File: config.mk
export PLATFORM = sky130hd
export DESIGN_NAME = uart_rx_sampler_flat
export DESIGN_NICKNAME = d
export VERILOG_FILES = /design/src/rtl/uart_rx_sampler_if.sv /design/src/rtl/uart_rx_sampler.sv /design/src/flat_wrapper.sv
export SDC_FILE = /design/constraint.sdc
export NUM_CORES = 1
export LEC_CHECK = 0
export CAP_MARGIN = 20
export CORE_MARGIN = 8
export CORE_UTILIZATION = 25
export CTS_CLUSTER_DIAMETER = 80
export DETAILED_ROUTE_END_ITERATION = 10
export PLACE_DENSITY = 0.45
export SLEW_MARGIN = 20
export SYNTH_ARGS = -nofsm -noshare
export SYNTH_HDL_FRONTEND = slang
export SYNTH_SLANG_ARGS = --single-unit
File: constraint.sdc
create_clock -name sys_clk -period 3.5 [get_ports sys_clk]
set_clock_uncertainty 0.2 [all_clocks]
set_input_delay 0.7 -clock sys_clk [delete_from_list [all_inputs] [get_ports sys_clk]]
set_output_delay 0.7 -clock sys_clk [all_outputs]
set_load 0.1 [all_outputs]
File: src/rtl/uart_rx_sampler_if.sv
// rtl/uart_rx_sampler_if.sv - byte holding-register handshake between UART receiver and consumer
// parity_err exists only when UART_RX_PARITY_EN is defined.
interface uart_rx_sampler_if #(
    parameter int DATA_BITS = 8
);
    logic [DATA_BITS-1:0] rx_data;
    logic                 rx_valid;
    logic                 rx_ack;
    logic                 frame_err;
    logic                 overrun;
`ifdef UART_RX_PARITY_EN
    logic                 parity_err;

    modport master (
        output rx_data, rx_valid, frame_err, overrun, parity_err,
        input  rx_ack
    );
    modport slave (
        input  rx_data, rx_valid, frame_err, overrun, parity_err,
        output rx_ack
    );
`else
    modport master (
        output rx_data, rx_valid, frame_err, overrun,
        input  rx_ack
    );
    modport slave (
        input  rx_data, rx_valid, frame_err, overrun,
        output rx_ack
    );
`endif
endinterface

File: src/rtl/uart_rx_sampler.sv
// rtl/uart_rx_sampler.sv - oversampling 8N1 UART receiver with valid/ack holding register
// Optional even-parity bit between data and stop when UART_RX_PARITY_EN is defined.
module uart_rx_sampler #(
    parameter int DATA_BITS  = 8,
    parameter int OVERSAMPLE = 16
) (
    input  logic                  sys_clk,
    input  logic                  reset,
    input  logic                  smp_tick,
    input  logic                  rx,
    output logic                  busy,
    uart_rx_sampler_if.master     host
);
    localparam int CW = $clog2(OVERSAMPLE);
    localparam int BW = $clog2(DATA_BITS + 1);
    localparam logic [CW-1:0] CTR_MID  = CW'(OVERSAMPLE / 2 - 1);
    localparam logic [CW-1:0] CTR_LAST = CW'(OVERSAMPLE - 1);
    localparam logic [BW-1:0] BIT_LAST = BW'(DATA_BITS - 1);

    typedef enum logic [2:0] {
        IDLE, START, DATA, STOP, BREAK
`ifdef UART_RX_PARITY_EN
        , PARITY
`endif
    } state_t;

    state_t               state, state_next;
    logic [CW-1:0]        ctr, ctr_next;
    logic [BW-1:0]        bitcnt, bitcnt_next;
    logic [DATA_BITS-1:0] shift, shift_next;
    logic                 rx_meta, rx_s;
    logic                 load, ferr;
`ifdef UART_RX_PARITY_EN
    logic                 perr;
`endif

    // Line idles high, so the synchroniser resets to 1 to avoid a false start.
    always_ff @(posedge sys_clk) begin
        if (reset) begin
            rx_meta <= 1'b1;
            rx_s    <= 1'b1;
        end else begin
            rx_meta <= rx;
            rx_s    <= rx_meta;
        end
    end

    always_ff @(posedge sys_clk) begin
        if (reset) begin
            state  <= IDLE;
            ctr    <= '0;
            bitcnt <= '0;
            shift  <= '0;
        end else begin
            state  <= state_next;
            ctr    <= ctr_next;
            bitcnt <= bitcnt_next;
            shift  <= shift_next;
        end
    end

    always_comb begin
        state_next  = state;
        ctr_next    = ctr;
        bitcnt_next = bitcnt;
        shift_next  = shift;
        load        = 1'b0;
        ferr        = 1'b0;
`ifdef UART_RX_PARITY_EN
        perr        = 1'b0;
`endif
        if (smp_tick) begin
            case (state)
                IDLE: begin
                    if (!rx_s) begin
                        state_next = START;
                        ctr_next   = '0;
                    end
                end
                START: begin
                    if (ctr == CTR_MID) begin
                        if (rx_s) begin
                            state_next = IDLE;
                        end else begin
                            state_next  = DATA;
                            ctr_next    = '0;
                            bitcnt_next = '0;
                        end
                    end else begin
                        ctr_next = ctr + 1'b1;
                    end
                end
                DATA: begin
                    if (ctr == CTR_LAST) begin
                        shift_next  = {rx_s, shift[DATA_BITS-1:1]};
                        bitcnt_next = bitcnt + 1'b1;
                        ctr_next    = '0;
                        if (bitcnt == BIT_LAST) begin
`ifdef UART_RX_PARITY_EN
                            state_next = PARITY;
`else
                            state_next = STOP;
`endif
                        end
                    end else begin
                        ctr_next = ctr + 1'b1;
                    end
                end
`ifdef UART_RX_PARITY_EN
                PARITY: begin
                    if (ctr == CTR_LAST) begin
                        perr       = ^{shift, rx_s};
                        ctr_next   = '0;
                        state_next = STOP;
                    end else begin
                        ctr_next = ctr + 1'b1;
                    end
                end
`endif
                STOP: begin
                    if (ctr == CTR_LAST) begin
                        ctr_next = '0;
                        if (rx_s) begin
                            load       = 1'b1;
                            state_next = IDLE;
                        end else begin
                            ferr       = 1'b1;
                            state_next = BREAK;
                        end
                    end else begin
                        ctr_next = ctr + 1'b1;
                    end
                end
                // Hold here until the line goes high so a stuck-low line cannot retrigger.
                BREAK: begin
                    if (rx_s) state_next = IDLE;
                end
                default: state_next = IDLE;
            endcase
        end
    end

    // A fresh load always wins over a same-cycle ack; overrun only when the old byte was unread.
    always_ff @(posedge sys_clk) begin
        if (reset) begin
            host.rx_data   <= '0;
            host.rx_valid  <= 1'b0;
            host.overrun   <= 1'b0;
            host.frame_err <= 1'b0;
        end else begin
            host.frame_err <= ferr;
            if (load) begin
                host.rx_data  <= shift;
                host.rx_valid <= 1'b1;
                if (host.rx_valid && !host.rx_ack) begin
                    host.overrun <= 1'b1;
                end else if (host.rx_valid && host.rx_ack) begin
                    host.overrun <= 1'b0;
                end
            end else if (host.rx_ack && host.rx_valid) begin
                host.rx_valid <= 1'b0;
                host.overrun  <= 1'b0;
            end
        end
    end

`ifdef UART_RX_PARITY_EN
    always_ff @(posedge sys_clk) begin
        if (reset) host.parity_err <= 1'b0;
        else       host.parity_err <= perr;
    end
`endif

    assign busy = (state != IDLE);

endmodule
File: src/flat_wrapper.sv
// flat-port wrapper written by rule: the top's interface ports become plain ports
module uart_rx_sampler_flat 
#(
    parameter int DATA_BITS  = 8,
    parameter int OVERSAMPLE = 16
)
  (sys_clk, reset, smp_tick, rx, busy, host_rx_data, host_rx_valid, host_frame_err, host_overrun, host_rx_ack);
  uart_rx_sampler_if #(.DATA_BITS(DATA_BITS)) host_i ();
  input  logic sys_clk;
  input  logic reset;
  input  logic smp_tick;
  input  logic rx;
  output logic busy;
  output wire logic [$bits(host_i.rx_data)-1:0] host_rx_data;
  output wire logic [$bits(host_i.rx_valid)-1:0] host_rx_valid;
  output wire logic [$bits(host_i.frame_err)-1:0] host_frame_err;
  output wire logic [$bits(host_i.overrun)-1:0] host_overrun;
  input wire logic [$bits(host_i.rx_ack)-1:0] host_rx_ack;
  assign host_rx_data = host_i.rx_data;
  assign host_rx_valid = host_i.rx_valid;
  assign host_frame_err = host_i.frame_err;
  assign host_overrun = host_i.overrun;
  assign host_i.rx_ack = host_rx_ack;
  uart_rx_sampler #(.DATA_BITS(DATA_BITS), .OVERSAMPLE(OVERSAMPLE)) u_core (.sys_clk(sys_clk), .reset(reset), .smp_tick(smp_tick), .rx(rx), .busy(busy), .host(host_i));
endmodule
==> out/metrics.csv, run 1 <==
metric,value,unit
status,"finished, final reports clean",
crit end category,register,
antenna violations before repair,0,
"EDFF count, synth",0,
die width,91.9,um
final net count,178,
GRT Overall Usage,7.71,%
Avg Inst Size Synth,9.23,um^2
post-synthesis sequential area ratio,44.5,%
Yosys Warn Count,0,
Slew headroom,63.2,%
Final HPWL DP,2090,um
layout overhead on the synthesized area,18.4,%
share of cells above drive strength 1,15.7,%
worst hold slack,0.222,ns
f_max,0.413,GHz
die height,91.9,um
Tot Pwr,673,uW
Synth cell types,42,
worst slew pin tran,0.552,ns
Worst Path Max Fanout,10,
H-tree depth,2,
max-cap violations,0,
area of the core,5540,um^2
clock insertion delay at the later pin of the skew report,0.28,ns
Buf/Inv on CP,1,
#FFs+latches synth,32,
PortBufs,16,
n_diodes,0,
PwrDens,394,nW/um^2
CP required,3.46,ns
DR WL/cell,12.6,um
total setup buffers inserted after CTS,0,
final total negative setup slack,0,ns
maximum VDD drop,0.198,mV
Initial Util,26.0,%
Die ar.,8450,um^2
crit path launch,smp_tick,
Filler cells,595,
Post-Syn Area,1440,um^2
maximum root-to-sink buffer count,2,
Pre-antenna DRT Iters,4,
number of DRC markers in iteration 0,46,
FF-to-FF Start,u_core.ctr[0],
Crit path max-delay family,simple AND/OR/NAND/NOR gates,
hold path start,u_core.rx_meta,
clk slew on worst S/H paths,0.07,ns
CTS tree,done,
Static Leakage,0.000652,uW
clock sink count,32,
RSZ-0062 raised after global routing,false,
Critical-path top delay cell,or4_1,
drc violations,0,
ys flop type,dfxtp_1,
post-synthesis instance total,156,
worst endpoint data arrival time,2.38,ns
grt ovf,0,
clock root buffer,clkbuf_8,
fin crit share,69.3,%
CP Class,in -> reg,
final slew viol count,0,
gpl congestion,0.760,
I/O pin count,17,
final hold violations,0,
cts bufs inserted,5,
via count,1137,
"Largest stage delay, worst path",0.69,ns
CP cell instances,clkdlybuf4s50_1 -> nand3_1 -> or4_1 -> mux2i_1 -> nor2_1,
ANT nets after route,0,
CTS Hold Buffers Added,0,
row cnt,27,
"Setup violations, final",0,
cts repair resizes,0,
largest net degree at the start of global routing,30,
syn_nets,163,
critical path startpoint category,input pin,
Tmin final,2.42,ns
asr flop ratio synth,0,%
first-pass GRT wire length,5230,um
vias in the first global route,1121,
HP Class,reg -> reg,
Routed WL,3070,um
via/cell ratio,4.66,
## cell usage in the layout (no fill, tap or decap), drive strengths merged, types with 2 or more instances in the layout
cell	n
clkbuf	5
mux2i	17
nand2b	4
clkinv	3
xnor2	2
dfxtp	32
nand3b	2
buf	14
nor2	24
nand4	2
nor3	2
a221oi	2
nand2	7
nor3b	2
a21oi	7
or2	2
ha	2
clkdlybuf4s50	4
nand3	3
or3	2
inv	7
a211oi	2
o21ai	8
## logic make-up after synthesis
group           Yosys count  share of synthesized area, %
compound gates           26                          12.8
buf+inv                  17                          5.82
fa+ha+maj                 2                          1.74
simple gates             59                          21.5
mux                      17                          11.8
flops                    32                          44.5
xor+xnor                  3                          1.82
## power by group
group	leakage [uW]	total (uW)	internal (uW)	switching, uW
sequential	0.000258	369	366	3.43
clock	0.0000479	274	138	136
combinational	0.000346	29.3	11.4	17.9
## worst paths after layout
path              slack (ns)  depth (start not counted)                      to
hold / removal          0.22                          1             u_core.rx_s
setup reg to reg        1.26                          5  u_core.host.rx_data[5]
hold reg to reg         0.22                          1             u_core.rx_s
setup / recovery        1.08                          5  u_core.host.rx_data[5]
## synthesized netlist by cell type, types with 2 or more instances
master / instances / share of area (%)
dfxtp_1: 32 / 44
nor2_1: 24 / 6.3
mux2i_1: 17 / 12
a21oi_1: 7 / 2.4
inv_1: 7 / 1.8
nand2_1: 7 / 1.8
o21ai_0: 7 / 2.4
buf_2: 4 / 1.4
nand2b_1: 4 / 1.7
clkbuf_1: 3 / 0.78
nand3_1: 3 / 1.0
a211oi_1: 2 / 1.0
buf_4: 2 / 1.0
ha_1: 2 / 1.7
nand3b_1: 2 / 1.0
nand4_1: 2 / 0.87
nor3_1: 2 / 0.70
nor3b_1: 2 / 1.0
or2_2: 2 / 0.87
or3_1: 2 / 0.87
xnor2_1: 2 / 1.2
## through the flow
stage / cells / worst slack (ns) / utilization, % / cell area (um^2)
floorplan: 156 / 1.38 / - / 1440
global placement: 236 / 0.789 / 29.2 / 1620
detailed placement: 236 / 0.791 / 29.2 / 1620
CTS: 244 / 1.07 / 30.8 / 1710
global route: 244 / 0.998 / 30.8 / 1710
finish: 244 / 1.08 / 30.8 / 1710
## final cells by class
cell class | instances | area [um^2] | share of cell area (%)
Multi-Input combinational cell | 107 | 716 | 42.0
Sequential cell | 32 | 641 | 37.6
Timing Repair Buffer | 18 | 145 | 8.51
Tap cell | 72 | 90.1 | 5.28
Clock buffer | 5 | 68.8 | 4.04
Inverter | 7 | 26.3 | 1.54
Clock inverter | 3 | 18.8 | 1.10
## per-layer routing
metal / GRT usage (%) / vias to the layer above / part of all wire (%)
met5: 0 / - / 0
met4: 3.22 / 0 / 0.49
met3: 3.67 / 2 / 6.5
met2: 12.3 / 25 / 45
met1: 8.64 / 533 / 48
li1: - / 577 / -
## flip-flops by register name, summed over array words and instances (netlist names), named ones only
name and count:
u_core.host.rx_valid 1, u_core.ctr 4, u_core.shift 8, u_core.state 3
u_core.rx_meta 1, u_core.host.rx_data 8, u_core.rx_s 1, u_core.host.frame_err 1
u_core.bitcnt 4
Power figures use the tool's default switching activity.
==> run 2: changes to the inputs <==
==> constraint.sdc (replaced) <==
create_clock -name sys_clk -period 2.5 [get_ports sys_clk]
set_clock_uncertainty 0.2 [all_clocks]
set_input_delay 0.5 -clock sys_clk [delete_from_list [all_inputs] [get_ports sys_clk]]
set_output_delay 0.5 -clock sys_clk [all_outputs]
set_load 0.1 [all_outputs]
==> run 2 against run 1 <==
  * Clock-buffer cell count unchanged
  * Via count increased by 1.3%
  * Critical path depth unchanged
  * Core utilization increased by 0.79 points
  * Routed wire length decreased by 0.98%
  * Combinational power increased by 44%
  * Worst hold slack got worse by 0.0095 ns
  * Sequential share of layout area decreased by 0.94 points
  * Critical path type unchanged
  * Largest power group unchanged
  * Highest routed layer unchanged
==> out/metrics.csv, run 2 (synthesis gave the netlist of run 1 again) <==
metric,value,unit
clock root buffer,clkbuf_8,
Critical-path top delay cell,clkdlybuf4s50_1,
GRT Overall Usage,7.90,%
Worst Path Max Fanout,7,
wire length on met1,1370,um
WL met2,1450,um
n_diodes,0,
Tmin final,2.13,ns
HP Class,reg -> reg,
Routed WL,3040,um
I/O pin count,17,
fin crit share,85.3,%
vias in the first global route,1188,
RSZ-0062 raised after global routing,false,
die height,91.9,um
net switching power of the design,221,uW
"Largest stage delay, worst path",0.61,ns
share of power burned in registers,49.4,%
most frequent cells in the layout,"32 x dfxtp_1, 24 x nor2_1, 17 x mux2i_1, 14 x buf_4",
top sig layer,met4,
Initial Util,26.0,%
drc violations,0,
worst endpoint data arrival time,2.14,ns
clock share of power,46.6,%
"commonest non-fill, non-tap cell in the layout",dfxtp_1,
final net count,179,
switching portion of total power,21.2,%
max-cap violations,0,
critical path startpoint category,input pin,
grt ovf,0,
DR WL/cell,12.4,um
worst slew pin tran,0.506,ns
Comb power frac,4.0,%
H-tree depth,2,
f_max,0.469,GHz
Pre-antenna DRT Iters,4,
final core occ,31.6,%
PortBufs,16,
Largest regs,"u_core.host.rx_data (8), u_core.shift (8)",
clock sink count,32,
largest net degree at the start of global routing,29,
CP required,2.51,ns
final slew viol count,0,
first-pass GRT wire length,5460,um
antenna violations before repair,0,
clk slew on worst S/H paths,0.07,ns
total setup buffers inserted after CTS,0,
die width,91.9,um
ANT nets after route,0,
maximum VDD drop,0.276,mV
CTS tree,done,
gpl congestion,0.804,
final total negative setup slack,0,ns
fin cells,245,
CP cell instances,clkdlybuf4s50_1 -> inv_1 -> a221oi_4 -> or4b_1 -> o22ai_1,
row cnt,27,
cts bufs inserted,5,
status,"finished, final reports clean",
metal3 WL,184,um
Static Leakage,0.000666,uW
"Setup violations, final",0,
share of cells above drive strength 1,16.2,%
layout overhead on the synthesized area,21.5,%
final hold violations,0,
number of DRC markers in iteration 0,47,
CP Class,in -> reg,
Slew headroom,66.3,%
maximum root-to-sink buffer count,2,
placed instance count,237,
crit end category,register,
cts repair resizes,0,
clock insertion delay at the later pin of the skew report,0.28,ns
Final HPWL DP,2170,um
via count,1152,
CTS Hold Buffers Added,0,
area of the core,5540,um^2
via/cell ratio,4.70,
PwrDens,598,nW/um^2
Int Power,824,uW
Die ar.,8450,um^2
-- run 2: cell types whose count changed in the layout (fill, tap and decap cells not counted) --
cell	previous run	this run
buf_12	0	1
clkinv_2	2	1
bufinv_16	0	1
clkinvlp_4	0	1
clkinv_4	1	0
-- run 2: worst paths after layout --
check,slack (ns),startpoint,cells after the start,to
setup / recovery,0.37,smp_tick,5,u_core.state[2]
setup reg to reg,0.43,u_core.ctr[0],6,u_core.host.rx_data[2]
hold / removal,0.21,u_core.rx_meta,1,u_core.rx_s
hold reg to reg,0.21,u_core.rx_meta,1,u_core.rx_s
-- run 2: through the flow --
step                      total power [uW]  cell area (um^2)  hold WS [ns]  setup WS (ns)
after detailed placement               571              1640         0.196          0.111
after floorplan                        555              1440         0.189          0.575
final                                 1050              1750         0.212          0.368
after global routing                  1100              1750         0.257          0.293
after CTS                             1070              1750         0.214          0.395
after global placement                 571              1640         0.200          0.141
-- run 2: worst max-delay path: cells and delay by family --
kind | cells | cell delay, ns
compound gates | 2 | 0.41
simple gates | 1 | 0.49
buf+inv | 2 | 0.74
-- run 2: power by group through the flow --
stage	Combinational [uW]	Clock, uW	Sequential, uW
final	42.3	487	517
after global routing	46.6	540	517
after CTS	42.9	509	516
after detailed placement	42.7	0	528
after global placement	42.5	0	528
after floorplan	29.9	0	525
-- run 2: layout make-up --
| type | count | area, um^2 |
|---|---|---|
| Tap cell | 72 | 90.1 |
| Sequential cell | 32 | 641 |
| Fill cell | 596 | 3790 |
| Clock inverter | 3 | 42.5 |
| Timing Repair Buffer | 19 | 165 |
| Clock buffer | 5 | 68.8 |
| Multi-Input combinational cell | 107 | 716 |
| Inverter | 7 | 26.3 |
-- run 2: metal layers --
metal	vias to the layer above	GRT usage [%]
met5	-	0
met4	0	3.89
met3	5	2.93
met2	26	12.3
met1	548	9.32
li1	573	-
==> run 3: changes to the inputs <==
--- a/config.mk
+++ b/config.mk
@@ -5,6 +5,7 @@
 export SDC_FILE = /design/constraint.sdc
 export NUM_CORES = 1
 export LEC_CHECK = 0
+export ABC_CLOCK_PERIOD_IN_PS = 2500
 export CAP_MARGIN = 20
 export CORE_MARGIN = 8
 export CORE_UTILIZATION = 25
==> results of run 3 <==
Final layout, timing and power as in run 2 (identical DEF).
